<file path="config.mk">
export PLATFORM = sky130hd
export DESIGN_NAME = multiphase_clkgen
export DESIGN_NICKNAME = d
export VERILOG_FILES = /design/src/rtl/multiphase_clkgen_pkg.sv /design/src/rtl/multiphase_clkgen_phase_timer.sv /design/src/rtl/multiphase_clkgen.sv
export SDC_FILE = /design/constraint.sdc
export NUM_CORES = 1
export LEC_CHECK = 0
export CAP_MARGIN = 20
export CORE_MARGIN = 8
export CORE_UTILIZATION = 50
export CTS_CLUSTER_SIZE = 40
export DETAILED_ROUTE_END_ITERATION = 10
export PLACE_DENSITY_LB_ADDON = 0.3
export RECOVER_POWER = 25
export REMOVE_ABC_BUFFERS = 1
export SLEW_MARGIN = 40
export SYNTH_ARGS = -nofsm -noshare
export SYNTH_HDL_FRONTEND = slang
export SYNTH_SLANG_ARGS = --single-unit
</file>
<file path="constraint.sdc">
create_clock -name clk -period 5.69 [get_ports clk]
set_input_delay 0.8535 -clock clk [delete_from_list [all_inputs] [get_ports clk]]
set_output_delay 0.8535 -clock clk [all_outputs]
set_load 0.03 [all_outputs]
</file>
<file path="src/rtl/multiphase_clkgen_pkg.sv">
// Shared types and helpers for the multiphase clock generator.
package multiphase_clkgen_pkg;

  typedef enum logic [1:0] {IDLE, GAP, HIGH} state_e;

  // A programmed length of 0 behaves as 1 so every phase and gap lasts a cycle.
  function automatic int unsigned clamp_len(input int unsigned len);
    return (len == 0) ? 32'd1 : len;
  endfunction

endpackage

</file>
<file path="src/rtl/multiphase_clkgen_phase_timer.sv">
// Loadable CW-bit down-counter that holds at zero; times GAP and HIGH intervals.
module phase_timer #(
  parameter int CW = 8
) (
  input  logic          clk,
  input  logic          reset,
  input  logic          load_i,
  input  logic [CW-1:0] value_i,
  output logic          zero_o
);

  logic [CW-1:0] cnt_q, cnt_d;

  always_comb begin
    cnt_d = cnt_q;
    if (load_i)
      cnt_d = value_i;
    else if (cnt_q != '0)
      cnt_d = cnt_q - 1'b1;
  end

  always_ff @(posedge clk) begin
    if (reset) cnt_q <= '0;
    else       cnt_q <= cnt_d;
  end

  assign zero_o = (cnt_q == '0);

endmodule

</file>
<file path="src/rtl/multiphase_clkgen.sv">
// NPHASE non-overlapping one-hot phase enables with programmable high/gap widths.
module multiphase_clkgen
  import multiphase_clkgen_pkg::*;
#(
  parameter int NPHASE = 2,
  parameter int CW     = 8
) (
  input  logic                       clk,
  input  logic                       reset,
  input  logic                       enable,
  input  logic [CW-1:0]              hi_len,
  input  logic [CW-1:0]              gap_len,
  output logic [NPHASE-1:0]          phi,
  output logic [$clog2(NPHASE)-1:0]  phase_idx,
  output logic                       cycle_start,
  output logic                       busy
);

  localparam int PW = $clog2(NPHASE);

  state_e            state_q, state_d;
  logic [PW-1:0]     phase_q, phase_d;
  logic [NPHASE-1:0] phi_q, phi_d;
  logic              cs_q, cs_d, busy_q, busy_d;
  logic              ld;
  logic [CW-1:0]     ld_val, gap_m1, hi_m1;
  logic              cnt_zero;

  // Timer is loaded with length-1 so the interval spans exactly 'length' cycles.
  assign gap_m1 = CW'(clamp_len(32'(gap_len)) - 32'd1);
  assign hi_m1  = CW'(clamp_len(32'(hi_len)) - 32'd1);

  phase_timer #(.CW(CW)) u_timer (
    .clk     (clk),
    .reset   (reset),
    .load_i  (ld),
    .value_i (ld_val),
    .zero_o  (cnt_zero)
  );

  always_comb begin
    state_d = state_q;
    phase_d = phase_q;
    ld      = 1'b0;
    ld_val  = gap_m1;
    case (state_q)
      IDLE: if (enable) begin
        state_d = GAP;
        ld      = 1'b1;
        ld_val  = gap_m1;
      end
      GAP: if (cnt_zero) begin
        state_d = HIGH;
        ld      = 1'b1;
        ld_val  = hi_m1;
      end
      HIGH: if (cnt_zero) begin
        phase_d = (phase_q == PW'(NPHASE - 1)) ? '0 : PW'(phase_q + 1'b1);
        if (enable) begin
          state_d = GAP;
          ld      = 1'b1;
          ld_val  = gap_m1;
        end else begin
          state_d = IDLE;
        end
      end
      default: state_d = IDLE;
    endcase
  end

  // Outputs are precomputed from the next state so they register with it.
  always_comb begin
    phi_d = '0;
    for (int i = 0; i < NPHASE; i++)
      phi_d[i] = (state_d == HIGH) && (phase_d == PW'(i));
    cs_d   = (state_d == HIGH) && (state_q != HIGH) && (phase_d == '0);
    busy_d = (state_d != IDLE);
  end

  always_ff @(posedge clk) begin
    if (reset) begin
      state_q <= IDLE;
      phase_q <= '0;
      phi_q   <= '0;
      cs_q    <= 1'b0;
      busy_q  <= 1'b0;
    end else begin
      state_q <= state_d;
      phase_q <= phase_d;
      phi_q   <= phi_d;
      cs_q    <= cs_d;
      busy_q  <= busy_d;
    end
  end

  assign phi         = phi_q;
  assign phase_idx   = phase_q;
  assign cycle_start = cs_q;
  assign busy        = busy_q;

endmodule

</file>
==> impl_metrics.yaml, run 1 <==
routing:
  dr.pass1.iters: 5
  viasPerCell: 5.914
  routed-via-count: 1100
  drt_iter0_drc: 56
  drcViolationCount: 0
  wl_um: 2831
  detail-route-antenna-nets: 0
  wl_per_cell_um: 15.22
clock_tree:
  postCtsHoldBufs: 0
  clockRootBuffer: "clkbuf_4"
  cts-htree-levels: 1
  clock_latency_ps: 300
  cts_tree: "done"
  post_cts_resized: 0
  clkSinkCount: 15
  path_clk_slew_ps: 100
  numCtsBuffers: 3
  cts_setup_buffers: 0
  ctsLongestPathBuffers: 2
timing:
  timing.final.crit_period_ps: 2792
  finalCritPeriodShare: 0.4907
  fin_skew_ps: 11.09
  worst_pin_slew_ps: 796.8
  slew_violations: 0
  tns_ps: 0
  rsz0062_at_grt: "false"
  slew_headroom: 0.4677
  setup_ws_ps: 2898
  hold_violations: 0
  max_clock_freq_mhz: 358.2
  setup_viol: 0
global_routing:
  grt_pass1_vias: 1133
  grtUsageTotal: 0.1520
  overflow: 0
  antenna_found_initial: 0
  grt_max_degree: 14
  grt_first_pass_wirelength_um: 4974
power_and_ir_drop:
  power.total_w: 0.0005044
  p_leak_nw: 0.4961
  power_switching_w: 0.0002211
  p_clk_frac: 0.126
  p_per_area_nw_per_um2: 375.0
  switching_share: 0.4384
  peakVddDrop_mv: 0.2893
  intPower_w: 0.0002833
  seq_power_share: 0.332
  p_comb_frac: 0.543
finish:
  fin_cells: 186
  post_route_cells_drive_above_1_share: 0.06918
  finalNetCount: 183
  area_growth_pct: 25.58
  antenna_cells: 0
  fillers: 181
setup_path:
  crit_path_max_fanout: 5
  endpoint_kind: "flip-flop"
  path_class: "in2reg"
  critical-path-top-delay-family: "compound AO/OA/AOI/OAI gates"
  cp-start-kind: "input pin"
  crit_slowest_cell: "clkdlybuf4s50_1"
  cp_cell_sequence: "clkdlybuf4s50_1 -> nor3_1 -> a31oi_1 -> ha_1 -> nor3b_1 -> xor2_1 -> a211oi_1 -> a211o_1 -> a21oi_2"
  slowest_delay_ps: 470
  required_ps: 5850
  crit_arrival_ps: 2960
  path_buf_inv: 1
yosys:
  synth.top_cells.by_area: "dfxtp_1, a21oi_1, nand2_1"
  yosysTopAreaCell: "dfxtp_1"
  syn_avg_cell_area_sq_um: 7.993
  yosys.area.top_type_share: 0.2804
  synthTopCellsByCount: "dfxtp_1, nand2_1, a21oi_1, nor2_1"
  ys_ff_latch: 15
  ys_warn_count: 0
  netlist_area_sq_um: 1071
  ys_async_sr_fraction: 0
  ys_types: 41
  synth-edff-count: 0
  synthFlopType: "dfxtp_1"
  synth_seq_area_share: 0.2804
  synthCells: 134
  synth_most_common_cell: "dfxtp_1"
placement:
  post-place-cells: 182
  post-place-ws_ps: 2604
  io_buffer_count: 23
  gp_congestion: 0.8897
  hpwl_um: 2312
worst_hold_path:
  min_path_type: "reg2reg"
floorplan:
  fp.dieH_um: 62.28
  rows: 16
  core-area_sq_um: 2002
  ioPinCount: 24
  chipWidth_um: 62.28
  dieArea_sq_um: 3879
  start_util: 0.5350
outcome:
  status: "finished clean"
job:
  maxCapViolations: 0
## cells in the final DEF (no fill, tap or decap), types with 3 or more instances in the layout
master	count
mux2i_1	3
nand2_1	14
a21oi_1	12
nand3_1	3
xnor2_1	6
nand2b_1	3
nor3_1	7
xor2_1	3
a211oi_1	3
ha_1	4
inv_1	7
a31oi_1	4
clkbuf_4	3
clkdlybuf4s50_1	23
o211ai_1	3
nor2_1	11
dfxtp_1	15
## path summary, 6_finish.rpt
check	endpoint	slack (ps)	startpoint	cells past startpoint
worst max-delay path	u_timer.cnt_q[4]	2900	gap_len[3]	9
worst min-delay path	phi[0]	510	phase_idx	1
worst max register to register	u_timer.cnt_q[5]	3090	u_timer.cnt_q[0]	7
worst min register to register	phi[0]	510	phase_idx	1
## cell type report
type	instances	area (sq um)	share of cell area
multi-input combinational	110	726.9	0.5405
sequential	15	300.3	0.2233
timing repair buffer	23	230.2	0.1712
tap	27	33.78	0.02512
inverter	7	26.28	0.01953
clock buffer	3	22.52	0.01674
clock inverter	1	5.005	0.003721
## kinds of logic (layout without fill, tap and decap cells)
logic type,after synthesis,after routing,synth area share
buffers and inverters,9,34,0.03271
XOR/XNOR,9,9,0.07360
flip-flops,15,15,0.2804
multiplexers,4,4,0.03855
AND/OR/NAND/NOR,53,53,0.2640
adder cells (fa/ha/maj),4,4,0.04673
AO/OA/AOI/OAI,40,40,0.2640
## power by group through the flow
stage	clock network, W	logic (W)	registers [W]
floorplan	0	0.000201	0.000167
finish	0.0000634	0.000274	0.000167
detailed placement	0	0.000275	0.000170
global route	0.0000682	0.000305	0.000171
CTS	0.0000632	0.000277	0.000167
global placement	0	0.000265	0.000167
## flip-flops by register name, summed over array words and instances, names as in the netlist
signal	count
u_timer.cnt_q	8
state_q	2
busy	1
phi	2
phase_idx	1
cycle_start	1
## layer usage
layer / GRT usage / routed length (um) / up-vias
li1: - / - / 548
met1: 0.1734 / 1196 / 499
met2: 0.2652 / 1373 / 48
met3: 0.03763 / 213 / 5
met4: 0.05698 / 48 / 0
met5: 0 / 0 / -
## through the flow
| step | util | hold WS [ps] | instance area, sq um |
|---|---|---|---|
| floorplan | - | 504.4 | 1062 |
| global placement | 0.6625 | 468.1 | 1326 |
| detailed placement | 0.6625 | 494.7 | 1326 |
| CTS | 0.6763 | 518.0 | 1354 |
| global route | 0.6719 | 544.2 | 1345 |
| finish | 0.6719 | 511.4 | 1345 |
Power figures use the tool's default switching activity.
==> inputs of run 2 (changes only) <==
- CORE_UTILIZATION: 50 -> 44
- clock period: 5.69 -> 2.49 ns (I/O delays scaled with it)
==> impl_metrics.yaml, run 2 (synthesized netlist as in run 1, its figures left out) <==
outcome:
  status: "finished clean"
finish:
  fillers: 240
  post_route_cells_drive_above_1_share: 0.08696
  regMostFlops: "u_timer.cnt_q"
  largest_register_ffs: 8
  layout_commonest_cell: "clkdlybuf4s50_1"
  final_cell_mix: "clkdlybuf4s50_1, dfxtp_1, nand2_1, nor2_1, a21oi_1"
  finalNetCount: 185
  final_util: 0.5744
  area_growth_pct: 28.04
  antenna_cells: 0
clock_tree:
  clkSinkCount: 15
  clockRootBuffer: "clkbuf_4"
  cts_tree: "done"
  postCtsHoldBufs: 0
  clock_latency_ps: 280
  numCtsBuffers: 3
  cts_setup_buffers: 0
  post_cts_resized: 0
  path_clk_slew_ps: 90
  ctsLongestPathBuffers: 2
  cts-htree-levels: 1
power_and_ir_drop:
  p_leak_nw: 0.5183
  power.total_w: 0.001152
  peakVddDrop_mv: 0.5301
  p_per_area_nw_per_um2: 839.8
global_routing:
  grt_pass1_vias: 1112
  grt_max_degree: 14
  grtUsageTotal: 0.1417
  grt_first_pass_wirelength_um: 4988
  overflow: 0
  antenna_found_initial: 0
timing:
  setup_viol: 0
  timing.hold.ws_ps: 507.8
  max_clock_freq_mhz: 447.4
  rsz0062_at_grt: "false"
  slew_violations: 0
  hold_violations: 0
  slew_headroom: 0.6051
  fin_skew_ps: 2.718
  timing.final.crit_period_ps: 2235
  worst_pin_slew_ps: 587.9
  finalCritPeriodShare: 0.8976
  tns_ps: 0
setup_path:
  crit_arrival_ps: 2440
  crit_path_max_fanout: 7
  required_ps: 2690
  endpoint_kind: "flip-flop"
  path_class: "reg2reg"
  rr_startpoint: "u_timer.cnt_q[0]"
  cp-start-kind: "flip-flop"
  cp-startpoint: "u_timer.cnt_q[0]"
floorplan:
  start_util: 0.4486
  dieArea_sq_um: 4269
  fp.dieH_um: 65.34
  rows: 18
  core-area_sq_um: 2387
  chipWidth_um: 65.34
  ioPinCount: 24
routing:
  viasPerCell: 5.780
  drt_iter0_drc: 56
  routed-via-count: 1104
  detail-route-antenna-nets: 0
  dr.pass1.iters: 4
  wl_per_cell_um: 14.73
  wl_um: 2814
  drcViolationCount: 0
worst_hold_path:
  min_path_type: "reg2reg"
  worstHoldStart: "phase_idx"
placement:
  io_buffer_count: 23
  hpwl_um: 2282
  gp_congestion: 0.8912
job:
  maxCapViolations: 0
==> run 2: per-stage QoR <==
step           worst slack [ps]  instances  cell area [sq um]
2_1_floorplan             653.1        132               1062
3_3_place_gp              169.0        187               1345
3_5_place_dp              111.7        187               1345
4_1_cts                   289.7        191               1371
5_1_grt                   122.2        191               1371
6_report                  255.0        191               1371
==> run 2: power breakdown <==
part | total [W] | switching, W | leakage, nW | internal, W
Clock | 0.000136 | 0.0000741 | 0.0150 | 0.0000621
Sequential | 0.000382 | 0.0000782 | 0.123 | 0.000304
Combinational | 0.000634 | 0.000347 | 0.380 | 0.000286
Total | 0.00115 | 0.000500 | 0.518 | 0.000652
==> run 2: worst paths after layout <==
| kind | endpoint | slack [ps] | cells after the start |
|---|---|---|---|
| max reg2reg | u_timer.cnt_q[5] | 250 | 7 |
| min | phi[0] | 510 | 1 |
| min reg2reg | phi[0] | 510 | 1 |
| max | u_timer.cnt_q[5] | 250 | 7 |
==> run 2: area by class of cell <==
| cell class | instances | area, sq um | share of cell area |
|---|---|---|---|
| clock buffer | 4 | 26.28 | 0.01916 |
| inverter | 7 | 26.28 | 0.01916 |
| multi-input combinational | 110 | 735.7 | 0.5365 |
| sequential | 15 | 300.3 | 0.2190 |
| tap | 30 | 37.54 | 0.02737 |
| timing repair buffer | 25 | 245.2 | 0.1788 |
==> run 2: metal layers <==
layer  global-route usage  up-vias  share of wire
li1                     -      551              -
met1               0.1743      512           0.42
met2               0.2485       39           0.52
met3              0.02381        2          0.051
met4              0.03542        0         0.0085
met5                    0        -              0
==> run 2: critical path, stage by stage (launching register included) <==
cell and delay [ps]:
dfxtp_1 360, inv_1 120, ha_1 200, nor3b_2 470
a21oi_2 170, or2_0 380, o22a_1 260, a211oi_2 210
